===== src/rtl/adam_pause_seq.sv =====
// Ordered pause/reset distributor: pauses downstream units in ascending index order,
// resumes them in descending order with a per-step timeout, and stretches the group reset.
module adam_pause_seq #(
  parameter int unsigned NO_CHANS   = 4,
  parameter int unsigned TIMEOUT    = 1024,
  parameter int unsigned RST_CYCLES = 8
) (
  input  logic                i_clk,
  input  logic                i_rst,
  input  logic                i_rst_in,
  input  logic                i_pause_req,
  output logic                o_pause_ack,
  input  logic [NO_CHANS-1:0] i_chan_mask,
  output logic [NO_CHANS-1:0] o_chan_rst,
  output logic [NO_CHANS-1:0] o_chan_pause_req,
  input  logic [NO_CHANS-1:0] i_chan_pause_ack,
  output logic [NO_CHANS-1:0] o_err,
  input  logic                i_err_clr
);

  localparam int unsigned IW = (NO_CHANS > 1) ? $clog2(NO_CHANS) : 1;
  localparam int unsigned CW = $clog2(TIMEOUT + 1);
  localparam int unsigned RW = $clog2(RST_CYCLES + 1);
  localparam logic [IW-1:0] LAST_IDX = IW'(NO_CHANS - 1);
  localparam logic [CW-1:0] CNT_LAST = CW'(TIMEOUT - 1);
  localparam logic [RW-1:0] RST_LOAD = RW'(RST_CYCLES);

  typedef enum logic [1:0] {RUN, PAUSING, PAUSED, RESUMING} state_e;

  state_e              r_state, w_state_nxt;
  logic [IW-1:0]       r_idx, w_idx_nxt;
  logic [CW-1:0]       r_cnt;
  logic                r_skip;
  logic                w_entry, w_dir;
  logic [NO_CHANS-1:0] r_req, w_req_nxt;
  logic [NO_CHANS-1:0] r_err, w_err_set;
  logic [NO_CHANS-1:0] r_chan_rst;
  logic                r_ack, w_ack_nxt;
  logic [RW-1:0]       r_rst_cnt;
  logic                w_ack_ok, w_timeout, w_done, w_rst_hold;

  // A step completes on the expected ack level, a channel masked at entry, or timeout.
  always_comb begin
    w_ack_ok  = (i_chan_pause_ack[r_idx] == (r_state == PAUSING));
    w_timeout = (r_cnt == CNT_LAST);
    w_done    = r_skip | w_ack_ok | w_timeout;
  end

  always_ff @(posedge i_clk) begin
    if (i_rst) begin
      r_state <= PAUSED;
      r_idx   <= LAST_IDX;
      r_cnt   <= '0;
      r_skip  <= 1'b0;
      r_req   <= ~i_chan_mask;
      r_ack   <= 1'b1;
      r_err   <= '0;
    end else begin
      r_state <= w_state_nxt;
      r_idx   <= w_idx_nxt;
      r_cnt   <= (w_entry || w_state_nxt == RUN || w_state_nxt == PAUSED) ? '0 : r_cnt + 1'b1;
      if (w_entry) r_skip <= i_chan_mask[w_idx_nxt];
      r_req   <= w_req_nxt;
      r_ack   <= w_ack_nxt;
      r_err   <= (r_err & ~{NO_CHANS{i_err_clr}}) | w_err_set;
    end
  end

  // A reversal re-enters the current idx in the new direction rather than skipping it.
  always_comb begin
    w_state_nxt = r_state;
    w_idx_nxt   = r_idx;
    w_entry     = 1'b0;
    w_dir       = 1'b0;
    unique case (r_state)
      RUN: begin
        if (i_pause_req) begin
          w_state_nxt = PAUSING;
          w_idx_nxt   = '0;
          w_entry     = 1'b1;
          w_dir       = 1'b1;
        end
      end
      PAUSED: begin
        if (!i_pause_req) begin
          w_state_nxt = RESUMING;
          w_idx_nxt   = LAST_IDX;
          w_entry     = 1'b1;
        end
      end
      PAUSING: begin
        if (w_done) begin
          if (!i_pause_req) begin
            w_state_nxt = RESUMING;
            w_entry     = 1'b1;
          end else if (r_idx == LAST_IDX) begin
            w_state_nxt = PAUSED;
          end else begin
            w_idx_nxt = r_idx + 1'b1;
            w_entry   = 1'b1;
            w_dir     = 1'b1;
          end
        end
      end
      RESUMING: begin
        if (w_done) begin
          if (i_pause_req) begin
            w_state_nxt = PAUSING;
            w_entry     = 1'b1;
            w_dir       = 1'b1;
          end else if (r_idx == '0) begin
            w_state_nxt = RUN;
          end else begin
            w_idx_nxt = r_idx - 1'b1;
            w_entry   = 1'b1;
          end
        end
      end
      default: ;
    endcase
  end

  always_comb begin
    w_req_nxt = r_req;
    if (w_entry) w_req_nxt[w_idx_nxt] = w_dir & ~i_chan_mask[w_idx_nxt];
    w_ack_nxt = r_ack;
    if (w_state_nxt == PAUSED)   w_ack_nxt = 1'b1;
    else if (w_state_nxt == RUN) w_ack_nxt = 1'b0;
    w_err_set = '0;
    if ((r_state == PAUSING || r_state == RESUMING) && !r_skip && !w_ack_ok && w_timeout)
      w_err_set[r_idx] = 1'b1;
  end

  // Reset stretcher runs independently of the pause FSM.
  assign w_rst_hold = i_rst_in | (r_rst_cnt != '0);

  always_ff @(posedge i_clk) begin
    if (i_rst) begin
      r_rst_cnt  <= RST_LOAD;
      r_chan_rst <= '1;
    end else begin
      if (i_rst_in)               r_rst_cnt <= RST_LOAD;
      else if (r_rst_cnt != '0)   r_rst_cnt <= r_rst_cnt - 1'b1;
      r_chan_rst <= {NO_CHANS{w_rst_hold}} & ~i_chan_mask;
    end
  end

  assign o_pause_ack      = r_ack;
  assign o_chan_pause_req = r_req;
  assign o_err            = r_err;
  assign o_chan_rst       = r_chan_rst;

endmodule


===== config.mk =====
export PLATFORM = sky130hd
export DESIGN_NAME = adam_pause_seq
export DESIGN_NICKNAME = d
export VERILOG_FILES = /design/src/rtl/adam_pause_seq.sv
export SDC_FILE = /design/constraint.sdc
export NUM_CORES = 1
export LEC_CHECK = 0
export ABC_CLOCK_PERIOD_IN_PS = 3600
export BUFFER_PORTS_ARGS = -buffer_cell sky130_fd_sc_hd__buf_4
export CAP_MARGIN = 20
export CORE_MARGIN = 2
export CORE_UTILIZATION = 41
export DETAILED_ROUTE_END_ITERATION = 10
export PLACE_DENSITY = 0.64
export SYNTH_ARGS = -nofsm -noshare
export SYNTH_HDL_FRONTEND = slang
export SYNTH_SLANG_ARGS = --single-unit

===== constraint.sdc =====
create_clock -name i_clk -period 3.6 [get_ports i_clk]
set_input_delay 0.36 -clock i_clk [delete_from_list [all_inputs] [get_ports i_clk]]
set_output_delay 0.36 -clock i_clk [all_outputs]
set_load 0.01 [all_outputs]

; ---- Yosys cells after proc, flatten, opt, wreduce, memory -nomap -nowiden
; Cells that the tools add are included.
; W data, S select, Z words.
[totals]
in_bits = 13
word_cells = 95
output_inout_bits = 13
regBits = 33
[classes]
order_cmp = 4
n_addsub = 4
eq_ne = 7
reduce_logical = 18
muxes = 43
bitwise_logic = 10
[ops]
columns = op, n
row1 = $mux W2, 16
row2 = $pmux W2 S4, 2
row3 = $mux W1, 15
row4 = $mux W4, 3
row5 = $add A11 B1 Y11 const B, 1
row6 = $eq A11 B10 Y1 const B, 1
row7 = $and A4 B4 Y4, 2
row8 = $eq A2 B2 Y1 const B, 4
row9 = $not A4 Y4, 2
row10 = $logic_not A2 Y1, 3
row11 = $lt A2 B3 Y1 const B, 2
row12 = $reduce_or A2 Y1, 3
row13 = $logic_and A1 B1 Y1, 5
row14 = $bmux W1 S2, 2
row15 = $bwmux W4, 1
row16 = $demux W1 S2, 2
row17 = $ge A2 B1 Y1 const B, 2
row18 = $or A4 B4 Y4, 1
row19 = $pmux W1 S4, 1
row20 = $reduce_bool A4 Y1, 1
row21 = $sub A4 B1 Y4 const B, 1
row22 = $logic_or A1 B1 Y1, 3
row23 = $or A1 B1 Y1, 3
row24 = $pmux W1 S3, 1
row25 = other kinds (8), 9

; ---- Longest topological paths before layout
; Gate-level depths: netlist (run 1).
[depth]
word_depth = 14
ltp_mapped = 9
depth_no_buf = 8

; ---- Worst setup path before layout (run 1)
; OpenSTA, ideal clock, no wires.
[synth_timing]
path_kind = reg-to-reg
start = reg r_idx[0]
end = reg r_req[2] (netlist: o_chan_pause_req[2]), data pin
arrival_time_ns = 2.063
path_stages_with_launch = 7
t_required_ns = 3.454
path_buffers = 0
period_less_slack_ns = 2.209
setup_ns = 0.146
setup_slack_ns = 1.391
cell_sequence = dfxtp_1 > mux4_2 > xor2_2 > nand2_2 > a221o_2 > or3_1 > a21oi_1
[synth_via]
elab_chain_cells = 14
elab_cells_between_ends = 35
cone_classes = add/sub: 2 / order compare: 2 / eq/ne: 2 / mux: 23 / bitwise: 4 / reduce/logical: 2
[synth_rtl]
columns = element, line_no
row1 = from (decl), 31  ; logic [IW-1:0] r_idx, w_idx_nxt;
row2 = from (signal assigned), 60  ; r_idx <= w_idx_nxt;
row3 = $bmux W1 S2, 44  ; w_ack_ok = (i_chan_pause_ack[r_idx] == (r_state == PAUSING));
row4 = $mux W1 (not written as such), 44
row5 = $eq A1 B1 Y1, 44
row6 = $or A1 B1 Y1 (2 in a row), 46  ; w_done = r_skip | w_ack_ok | w_timeout;
row7 = $mux W2 (on tied branches), "106, 92"
row8 = $pmux W2 S4, 75  ; unique case (r_state)
row9 = "$lt A2 B3 Y1 (not written as such), or another cell as far along", 125  ; if (w_entry) w_req_nxt[w_idx_nxt] = w_dir & ~i_chan_mask[w_idx_nxt];
row10 = $logic_and A1 B1 Y1 (not written as such) or $mux W1 (tied branches), 125
row11 = $mux W1 (not written as such) or $not A1 Y1 (tied branches), 125
row12 = $demux W1 S2 or $and A1 B1 Y1 (tied branches), 125
row13 = $bwmux W4 *, 125
row14 = $mux W4 *, 125
row15 = $mux W4 *, 50  ; if (i_rst) begin
row16 = to (signal assigned), 55  ; r_req <= ~i_chan_mask;
row17 = to (signal assigned), 63  ; r_req <= w_req_nxt;
row18 = to (decl), 35  ; logic [NO_CHANS-1:0] r_req, w_req_nxt;
; Mark *: on every way between the ends. The rest lies on a longest branch, timed or not. The select of a mux whose other input is x is not followed.
; A chain may end at the register's enable or synchronous reset.

; ---- Worst setup path in the final report (run 1)
; Ends and elaborated chain as after synthesis.

==> results.json, run 1 <==
{
  "worstPathBufferInverterCount": 0,
  "io_buffers": 25,
  "maxSlewHeadroom_pct": 67.4,
  "worst_setup_path_start_kind": "flop",
  "status": "finished clean",
  "period_needed_ns": 2.66,
  "drt_iter0_markers": 46,
  "synthFlopType": "dfxtp_1",
  "setup_viol": 0,
  "worstMarginPinSlew_ns": 0.489,
  "grt_max_degree": 17,
  "cts_tree": "done",
  "drive_above_1_share_pct": 21.9,
  "arrival_ns": 2.80,
  "synth.distinct_cells": 53,
  "ant_nets": 0,
  "finClkSkew_ns": 0.00467,
  "path_delay_family": "multiplexers",
  "grt_antenna_before_repair": 0,
  "cp_slowest_cell": "mux4_2",
  "ir_drop_mv": 0.219,
  "yosysTopAreaCell": "dfxtp_1",
  "synth_area_um2": 1760,
  "fmaxAchievable_mhz": 376,
  "cts.sinks": 33,
  "core_um2": 4060,
  "final_hold_viol_count": 0,
  "clockRootBuffer": "clkbuf_8",
  "maxCapViolations": 0,
  "critPathMaxFanout": 11,
  "clockBufferDepth": 2,
  "cp_cell_sequence": "mux4_2 -> xor2_2 -> nand2_2 -> a221o_2 -> or3_1 -> a21oi_1",
  "rows": 23,
  "cp-end-kind": "flop",
  "final_nets": 239,
  "p_leak_nw": 0.861,
  "cts_buffers": 5,
  "synth-edff-count": 4,
  "path_class": "flop to flop",
  "fin_tns_setup_ns": 0,
  "required_ns": 3.74,
  "ys_seq_area_share_pct": 39.8,
  "syn-num-nets": 215,
  "fin_cells": 274,
  "gp_congestion": 0.860,
  "io_pins": 26,
  "post_cts_buffers": 0,
  "dpl-instance-area_um2": 1970,
  "wirelength_um": 3630,
  "cp_slowest_stage_delay_ns": 0.59,
  "vias": 1416,
  "wl_per_cell_um": 13.3,
  "start_util_pct": 43.4,
  "drc": 0,
  "synth_top_area_share_pct": 33.0,
  "htreeDepth": 2,
  "dpl.cell_count": 266,
  "grt_pass1_wl_um": 6300,
  "firstDrtPassIters": 4,
  "rsz0062_at_grt": "no",
  "yosysWarnings": 0,
  "fp.dieW_um": 69.5,
  "clk_pin_slew_ns": 0.07,
  "ys_ff_latch": 33,
  "dieArea_um2": 4830,
  "viasPerCell": 5.17,
  "cts_hold_buf": 0,
  "grt_usage_pct": 16.1,
  "area_growth_pct": 17.7,
  "r2r_setup_slack_ns": 0.94,
  "postCtsResizedCells": 0,
  "final_area_um2": 2070,
  "die_h_um": 69.5,
  "syn_inst": 199,
  "hold_path.class": "primary input to flop",
  "overflow": 0,
  "syn_avg_cell_area_um2": 8.84,
  "p_total_w": 0.000864,
  "post-route-period-util_pct": 73.8,
  "grt_pass1_vias": 1335,
  "timing.final.max_slew_violations": 0,
  "powerDensity_nw_per_um2": 417,
  "n_antenna_cell": 0,
  "async_reset_ff_share_pct": 0,
  "dp_hpwl_um": 2580,
  "clk_latency_ns": 0.28,
  "yosys-top-cells-area": "dfxtp_1 (33%), edfxtp_1 (6.8%), nor2_1 (6.2%), xnor2_1 (4.0%), a21oi_1 (3.4%)"
}
power by group:
group	switching, W	internal [W]	total [W]
Clock	0.000137	0.000173	0.000310
Sequential	0.0000178	0.000390	0.000408
Combinational	0.0000827	0.0000630	0.000146
Total	0.000238	0.000626	0.000864
Yosys cell counts (all sizes together), types with 5 or more instances:
cell type	instances
nand2	15
a21oi	13
inv	11
nor2	29
nand4	5
xor2	6
o21ai	9
nand3	8
mux2i	5
or3	5
xnor2	8
dfxtp	29
metal layers:
metal	track usage [%]	wire (µm)	vias up	part of all wire, %
met4	7.84	36	0	0.99
met5	0	0	-	0
li1	-	-	751	-
met2	24.7	1700	32	47
met3	5.09	167	4	4.6
met1	20.4	1730	629	48
cell type report:
class,instances,area [µm²]
Fill cell,388,1990
Clock inverter,1,5.00
Clock buffer,7,96.3
Multi-Input combinational cell,146,972
Inverter,12,46.3
Tap cell,50,62.6
Timing Repair Buffer,25,188
Sequential cell,33,701
layout by cell type (no fill, tap or decap), drive strengths merged, types with 2 or more instances in the layout:
cell    netlist  layout
mux2i         5       5
edfxtp        4       4
and3          4       4
a21oi        13      13
or3           5       5
buf           4      25
nor3          3       3
nor4          2       2
dfxtp        29      29
nand4         5       5
o21ai         9       9
nand3         8       8
inv          11      11
ha            3       3
o31ai         4       4
xor2          6       6
nand2        15      15
nor2         29      29
xnor2         8       8
clkbuf        4       7
nor2b         4       4
final timing paths:
check | depth (start not counted) | end | startpoint
setup / recovery | 6 | o_chan_pause_req[2]$_DFFE_PP_ | r_idx[0]$_SDFF_PP1_
hold / removal | 2 | r_rst_cnt[0]$_SDFFE_PP0P_ | i_rst_in
setup reg to reg | 6 | o_chan_pause_req[2]$_DFFE_PP_ | r_idx[0]$_SDFF_PP1_
hold reg to reg | 1 | r_cnt[0]$_SDFF_PP0_ | r_cnt[0]$_SDFF_PP0_
kinds of logic after synthesis:
logic type / share of synthesized area (%)
simple gates: 23.1
compound gates: 18.5
flops: 39.8
buf+inv: 4.91
xor+xnor: 7.40
mux: 4.13
fa+ha+maj: 2.13
per-stage QoR:
step	setup WS, ns	util, %	hold WS, ns
6_report	0.942	51.0	0.266
5_1_grt	0.597	51.0	0.248
4_1_cts	0.930	51.0	0.251
3_5_place_dp	0.973	48.5	0.453
3_3_place_gp	1.09	48.5	0.444
2_1_floorplan	1.39	-	0.426
registers in the layout, summed over array words and instances, names as in the netlist:
register,cells
r_state,2
r_rst_cnt,4
o_chan_pause_req,4
r_skip,1
r_cnt,11
r_idx,2
o_pause_ack,1
o_chan_rst,4
o_err,4
No activity file was read; power rests on OpenSTA's default activity.
==> run 2: changes to the inputs <==
ABC_CLOCK_PERIOD_IN_PS = 2310   (was 3600)
PLACE_DENSITY = 0.66   (was 0.64)
clock period = 2.31 ns   (was 3.6 ns; I/O delays follow)
==> run 2 against run 1 <==
- power grew 57%
- die area is the same
- non-clock buffer count grew 22
- first-iteration DRC count grew 41%
- register-to-register slack lost 0.89 ns
- sequential share of layout area shrank 2.6 points
- via count grew 9.0%
- sequential cell count is the same
- worst hold slack lost 0.13 ns
- combinational power grew 110%
- count of clock-buffer cells in the layout is the same
- critical path type unchanged
==> results.json, run 2 (synthesis results as in run 1) <==
{
  "status": "finished clean",
  "required_ns": 2.48,
  "largest_reg_flops": 11,
  "cp_slowest_cell": "o41a_4",
  "io_buffers": 25,
  "fp.dieW_um": 69.5,
  "htreeDepth": 2,
  "hold-worst-slack_ns": 0.135,
  "arrival_ns": 2.42,
  "start_util_pct": 43.4,
  "clk_latency_ns": 0.28,
  "vias": 1544,
  "critPathMaxFanout": 5,
  "layout_commonest_cell": "buf_4",
  "p_seq_share_pct": 46.3,
  "cp-end-kind": "flop",
  "grt_pass1_vias": 1450,
  "cts_tree": "done",
  "ir_drop_mv": 0.343,
  "grt_max_degree": 17,
  "path_class": "flop to flop",
  "rows": 23,
  "drc": 0,
  "comb_power_share_pct": 22.2,
  "die_h_um": 69.5,
  "r2r_cells": 8,
  "clk_pin_slew_ns": 0.06,
  "grt_pass1_wl_um": 6590,
  "hold_depth": 2,
  "timing.final.max_slew_violations": 0,
  "dpl.cell_count": 281,
  "cp_slowest_stage_delay_ns": 0.48,
  "internal_power_w": 0.000993,
  "finClkSkew_ns": 0.00519,
  "drive_above_1_share_pct": 29.8,
  "dp_hpwl_um": 2700,
  "cts_buffers": 5,
  "p_leak_nw": 0.966,
  "cp_cell_sequence": "ha_4 -> nand4_4 -> o41a_4 -> and2_4 -> o221ai_4 -> mux2i_1 -> nor4_1 -> a311o_1",
  "pwr-share-clk_pct": 31.5,
  "r2r-end": "r_skip$_SDFFE_PP0P_",
  "grt_usage_pct": 16.9,
  "rsz0062_at_grt": "yes",
  "period_needed_ns": 2.25,
  "cts.sinks": 33,
  "firstDrtPassIters": 5,
  "io_pins": 26,
  "maxSlewHeadroom_pct": 70.9,
  "wl_met2_um": 1830,
  "wl_met1_um": 1780,
  "ant_nets": 0,
  "n_antenna_cell": 0,
  "wirelength_um": 3890,
  "r2r_setup_slack_ns": 0.06,
  "setup_viol": 0,
  "overflow": 0,
  "worst_setup_path_start_kind": "flop",
  "grt_antenna_before_repair": 0,
  "r2r_start": "r_cnt[0]$_SDFF_PP0_",
  "cts_hold_buf": 0,
  "p_switching_w": 0.000365,
  "top_layer": "met4",
  "fill_cells": 397,
  "wl_met3_um": 205,
  "viasPerCell": 5.23,
  "wl_per_cell_um": 13.2,
  "drt_iter0_markers": 65,
  "worstMarginPinSlew_ns": 0.436,
  "finish.utilization_pct": 55.6,
  "top_register": "r_cnt",
  "final_hold_viol_count": 0,
  "hold_path.class": "primary input to flop",
  "swShare_pct": 26.9,
  "clockBufferDepth": 2,
  "area_growth_pct": 28.3,
  "fmaxAchievable_mhz": 444,
  "hold_path_end": "r_rst_cnt[0]$_SDFFE_PP0P_",
  "maxCapViolations": 0,
  "powerDensity_nw_per_um2": 601,
  "core_um2": 4060,
  "post-route-period-util_pct": 97.5,
  "dieArea_um2": 4830,
  "worstHoldStart": "i_rst_in",
  "clockRootBuffer": "clkbuf_8",
  "mostFrequentLayoutCells": "buf_4 (46), nor2_1 (29), dfxtp_1 (26), nand2_1 (14), a21oi_1 (12)",
  "gp_congestion": 0.919,
  "final_nets": 261,
  "fin_cells": 295
}
## run 2: metal layers
metal | GRT usage (%) | vias to the layer above
met5 | 0 | -
met4 | 6.97 | 0
met3 | 5.23 | 9
met2 | 27.1 | 39
met1 | 21.0 | 704
li1 | - | 792
## run 2: how the worst max path moves through the flow
stage,start,end,slack (ns),depth (start not counted)
finish,r_cnt[0]$_SDFF_PP0_,r_skip$_SDFFE_PP0P_,0.06,8
global route,r_cnt[0]$_SDFF_PP0_,r_skip$_SDFFE_PP0P_,-0.03,8
CTS,r_idx[0]$_SDFF_PP1_,o_chan_pause_req[2]$_DFFE_PP_,0.04,6
detailed placement,r_idx[0]$_SDFF_PP1_,r_cnt[10]$_SDFF_PP0_,-0.03,8
global placement,r_idx[0]$_SDFF_PP1_,o_chan_pause_req[2]$_DFFE_PP_,0.05,6
floorplan,r_idx[0]$_SDFF_PP1_,o_chan_pause_req[2]$_DFFE_PP_,0.10,6
## run 2: timing repair
action | 4_1_cts | 5_1_grt
cloned | 0 | 0
endpoints found under the setup margin | 12 | 2
pin swaps | 3 | 4
resized for setup | 1 | 7
setup buffers | 5 | 2
## run 2: power groups by stage
stage               Clock [W]  Sequential [W]  Combinational [W]
floorplan                   0        0.000640           0.000166
global placement            0        0.000639           0.000263
detailed placement          0        0.000639           0.000265
CTS                  0.000448        0.000626           0.000284
global route         0.000466        0.000632           0.000330
finish               0.000428        0.000628           0.000301
## run 2: area by class of cell
type                    count  area (µm²)  area share (%)
multi-input cells         146        1000            44.3
repair buffers             47         357            15.8
well taps                  50        62.6            2.77
clock buffers               7        86.3            3.82
inverters                  12        46.3            2.05
flip-flops and latches     33         704            31.2
## run 2: stage by stage
stage / setup TNS (ns) / cell area, µm² / total power (W) / worst slack, ns
after CTS: 0 / 2210 / 0.00136 / 0.0394
after detailed placement: -0.0427 / 2080 / 0.000903 / -0.0278
after global routing: -0.0294 / 2260 / 0.00143 / -0.0294
after global placement: 0 / 2080 / 0.000901 / 0.0466
final: 0 / 2260 / 0.00136 / 0.0566
after floorplan: 0 / 1760 / 0.000806 / 0.101
## run 2: critical path, delay by kind of cell, from the launching register on
kind                       cells  cell delay [ns]
muxes                          1             0.22
DFF                            1             0.36
and+or+nand+nor                3             0.32
AOI/OAI and AO/OA              3             1.07
adders and majority gates      1             0.16
==> run 3: changes to the inputs <==
SETUP_SLACK_MARGIN = 0.2   (was default)
==> run 3 against run 2 <==
- global-route usage decreased by 0.19 points
- die area is the same
- combinational power rose by 5%
- largest power group unchanged
- routed wire length down 0.41%
- first-iteration DRC count down 58%
- clock power rose by 3%
- core utilization rose by 1.5 points
- critical endpoint unchanged
- sequential share of layout area down 0.73 points
- clock skew about the same
- largest cell class unchanged
- critical path depth is 1 lower
==> results.json, run 3 (synthesis results as in run 1) <==
{
  "timing.final.max_slew_violations": 0,
  "htreeDepth": 2,
  "mostFrequentLayoutCells": "buf_4 (38), dfxtp_1 (24), nor2_1 (19), nand2_1 (14)",
  "clk_pin_slew_ns": 0.07,
  "p_leak_nw": 0.947,
  "r2r-end": "r_skip$_SDFFE_PP0P_",
  "ir_drop_mv": 0.364,
  "maxCapViolations": 0,
  "dp_hpwl_um": 2750,
  "post-route-period-util_pct": 97.8,
  "drive_above_1_share_pct": 36.0,
  "ant_nets": 0,
  "dpl-instance-area_um2": 2080,
  "period_needed_ns": 2.26,
  "r2r_start": "r_idx[0]$_SDFF_PP1_",
  "cts_buffers": 5,
  "largest_reg_flops": 11,
  "final_area_um2": 2320,
  "grt_pass1_wl_um": 6530,
  "top_register": "r_cnt",
  "wl_per_cell_um": 13.3,
  "io_pins": 26,
  "start_util_pct": 43.4,
  "overflow": 0,
  "drt_iter0_markers": 27,
  "r2r_setup_slack_ns": 0.05,
  "r2r_cells": 7,
  "vias": 1510,
  "fmaxAchievable_mhz": 443,
  "die_h_um": 69.5,
  "critPathMaxFanout": 5,
  "finish.utilization_pct": 57.2,
  "final_nets": 257,
  "arrival_ns": 2.44,
  "drc": 0,
  "n_antenna_cell": 0,
  "worstMarginPinSlew_ns": 0.480,
  "wirelength_um": 3870,
  "rsz0062_at_grt": "yes",
  "worst_setup_path_start_kind": "flop",
  "required_ns": 2.49,
  "cp-end-kind": "flop",
  "gp_congestion": 0.955,
  "maxSlewHeadroom_pct": 68.0,
  "io_buffers": 25,
  "status": "finished clean",
  "setup_viol": 0,
  "clk_latency_ns": 0.29,
  "hold_path.class": "primary input to flop",
  "grt_usage_pct": 16.7,
  "path_class": "flop to flop",
  "viasPerCell": 5.17,
  "cts_tree": "done",
  "finClkSkew_ns": 0.00549,
  "clockRootBuffer": "clkbuf_8",
  "grt_max_degree": 17,
  "rows": 23,
  "layout_commonest_cell": "buf_4",
  "powerDensity_nw_per_um2": 597,
  "firstDrtPassIters": 4,
  "hold_depth": 2,
  "dieArea_um2": 4830,
  "cts.sinks": 33,
  "final_hold_viol_count": 0,
  "grt_antenna_before_repair": 0,
  "worstHoldStart": "i_rst_in",
  "grt_pass1_vias": 1436,
  "core_um2": 4060,
  "area_growth_pct": 31.9,
  "hold_path_end": "r_rst_cnt[0]$_SDFFE_PP0P_",
  "clockBufferDepth": 2,
  "fp.dieW_um": 69.5
}
-- run 3: final cells by class --
cell class              count  area (µm²)
clock buffers               8        90.1
fillers                   373        1740
inverters                  12        46.3
multi-input cells         146        1070
flip-flops and latches     33         707
well taps                  50        62.6
repair buffers             43         342
-- run 3: power breakdown --
part	total, W	internal (W)	switching (W)
combinational	0.000316	0.000151	0.000165
clock	0.000441	0.000243	0.000199
sequential	0.000629	0.000610	0.0000190
total	0.00139	0.00100	0.000383
-- run 3: routing by layer --
metal  part of all wire (%)  vias up  wire length [µm]  global-route usage (%)
met5                      0        -                 0                       0
met4                    1.3        0                51                    5.88
met3                    4.7        6               181                    5.38
met2                     47       32              1830                    26.1
met1                     47      682              1810                    21.6
li1                       -      790                 -                       -
-- run 3: worst max path at each step --
stage          depth (start not counted)           startpoint                       endpoint
2_1_floorplan                          5  r_idx[0]$_SDFF_PP1_  o_chan_pause_req[2]$_DFFE_PP_
3_3_place_gp                           6  r_idx[0]$_SDFF_PP1_  o_chan_pause_req[2]$_DFFE_PP_
3_5_place_dp                           8  r_cnt[0]$_SDFF_PP0_            r_skip$_SDFFE_PP0P_
4_1_cts                                6  r_idx[0]$_SDFF_PP1_  o_chan_pause_req[2]$_DFFE_PP_
5_1_grt                                7  r_idx[0]$_SDFF_PP1_            r_skip$_SDFFE_PP0P_
6_report                               7  r_idx[0]$_SDFF_PP1_            r_skip$_SDFFE_PP0P_
-- run 3: through the flow --
| step | worst slack (ns) | cells | hold slack, ns | setup TNS, ns | total power, W |
|---|---|---|---|---|---|
| 3_5_place_dp | 0.0545 | 279 | 0.431 | 0 | 0.000902 |
| 3_3_place_gp | 0.0726 | 279 | 0.429 | 0 | 0.000900 |
| 6_report | 0.0504 | 292 | 0.135 | 0 | 0.00139 |
| 4_1_cts | 0.0787 | 287 | 0.131 | 0 | 0.00135 |
| 2_1_floorplan | 0.131 | 199 | 0.308 | 0 | 0.000808 |
| 5_1_grt | -0.0276 | 292 | 0.140 | -0.165 | 0.00145 |
-- run 3: what timing repair did --
item                                    4_1_cts  5_1_grt
hold buffers                                  0        0
hold endpoints to repair                      0        0
resized for setup                             3       25
setup buffers                                 0        5
pin swaps                                     3       17
endpoints found under the setup margin       20       23
-- run 3: worst max-delay path: stages, from the launching register on --
cell      delay, ns
dfxtp_2        0.34
mux4_2         0.56
xor2_4         0.22
and2_4         0.16
o221ai_4       0.26
mux2i_1        0.23
nor4_1         0.07
a311o_1        0.31
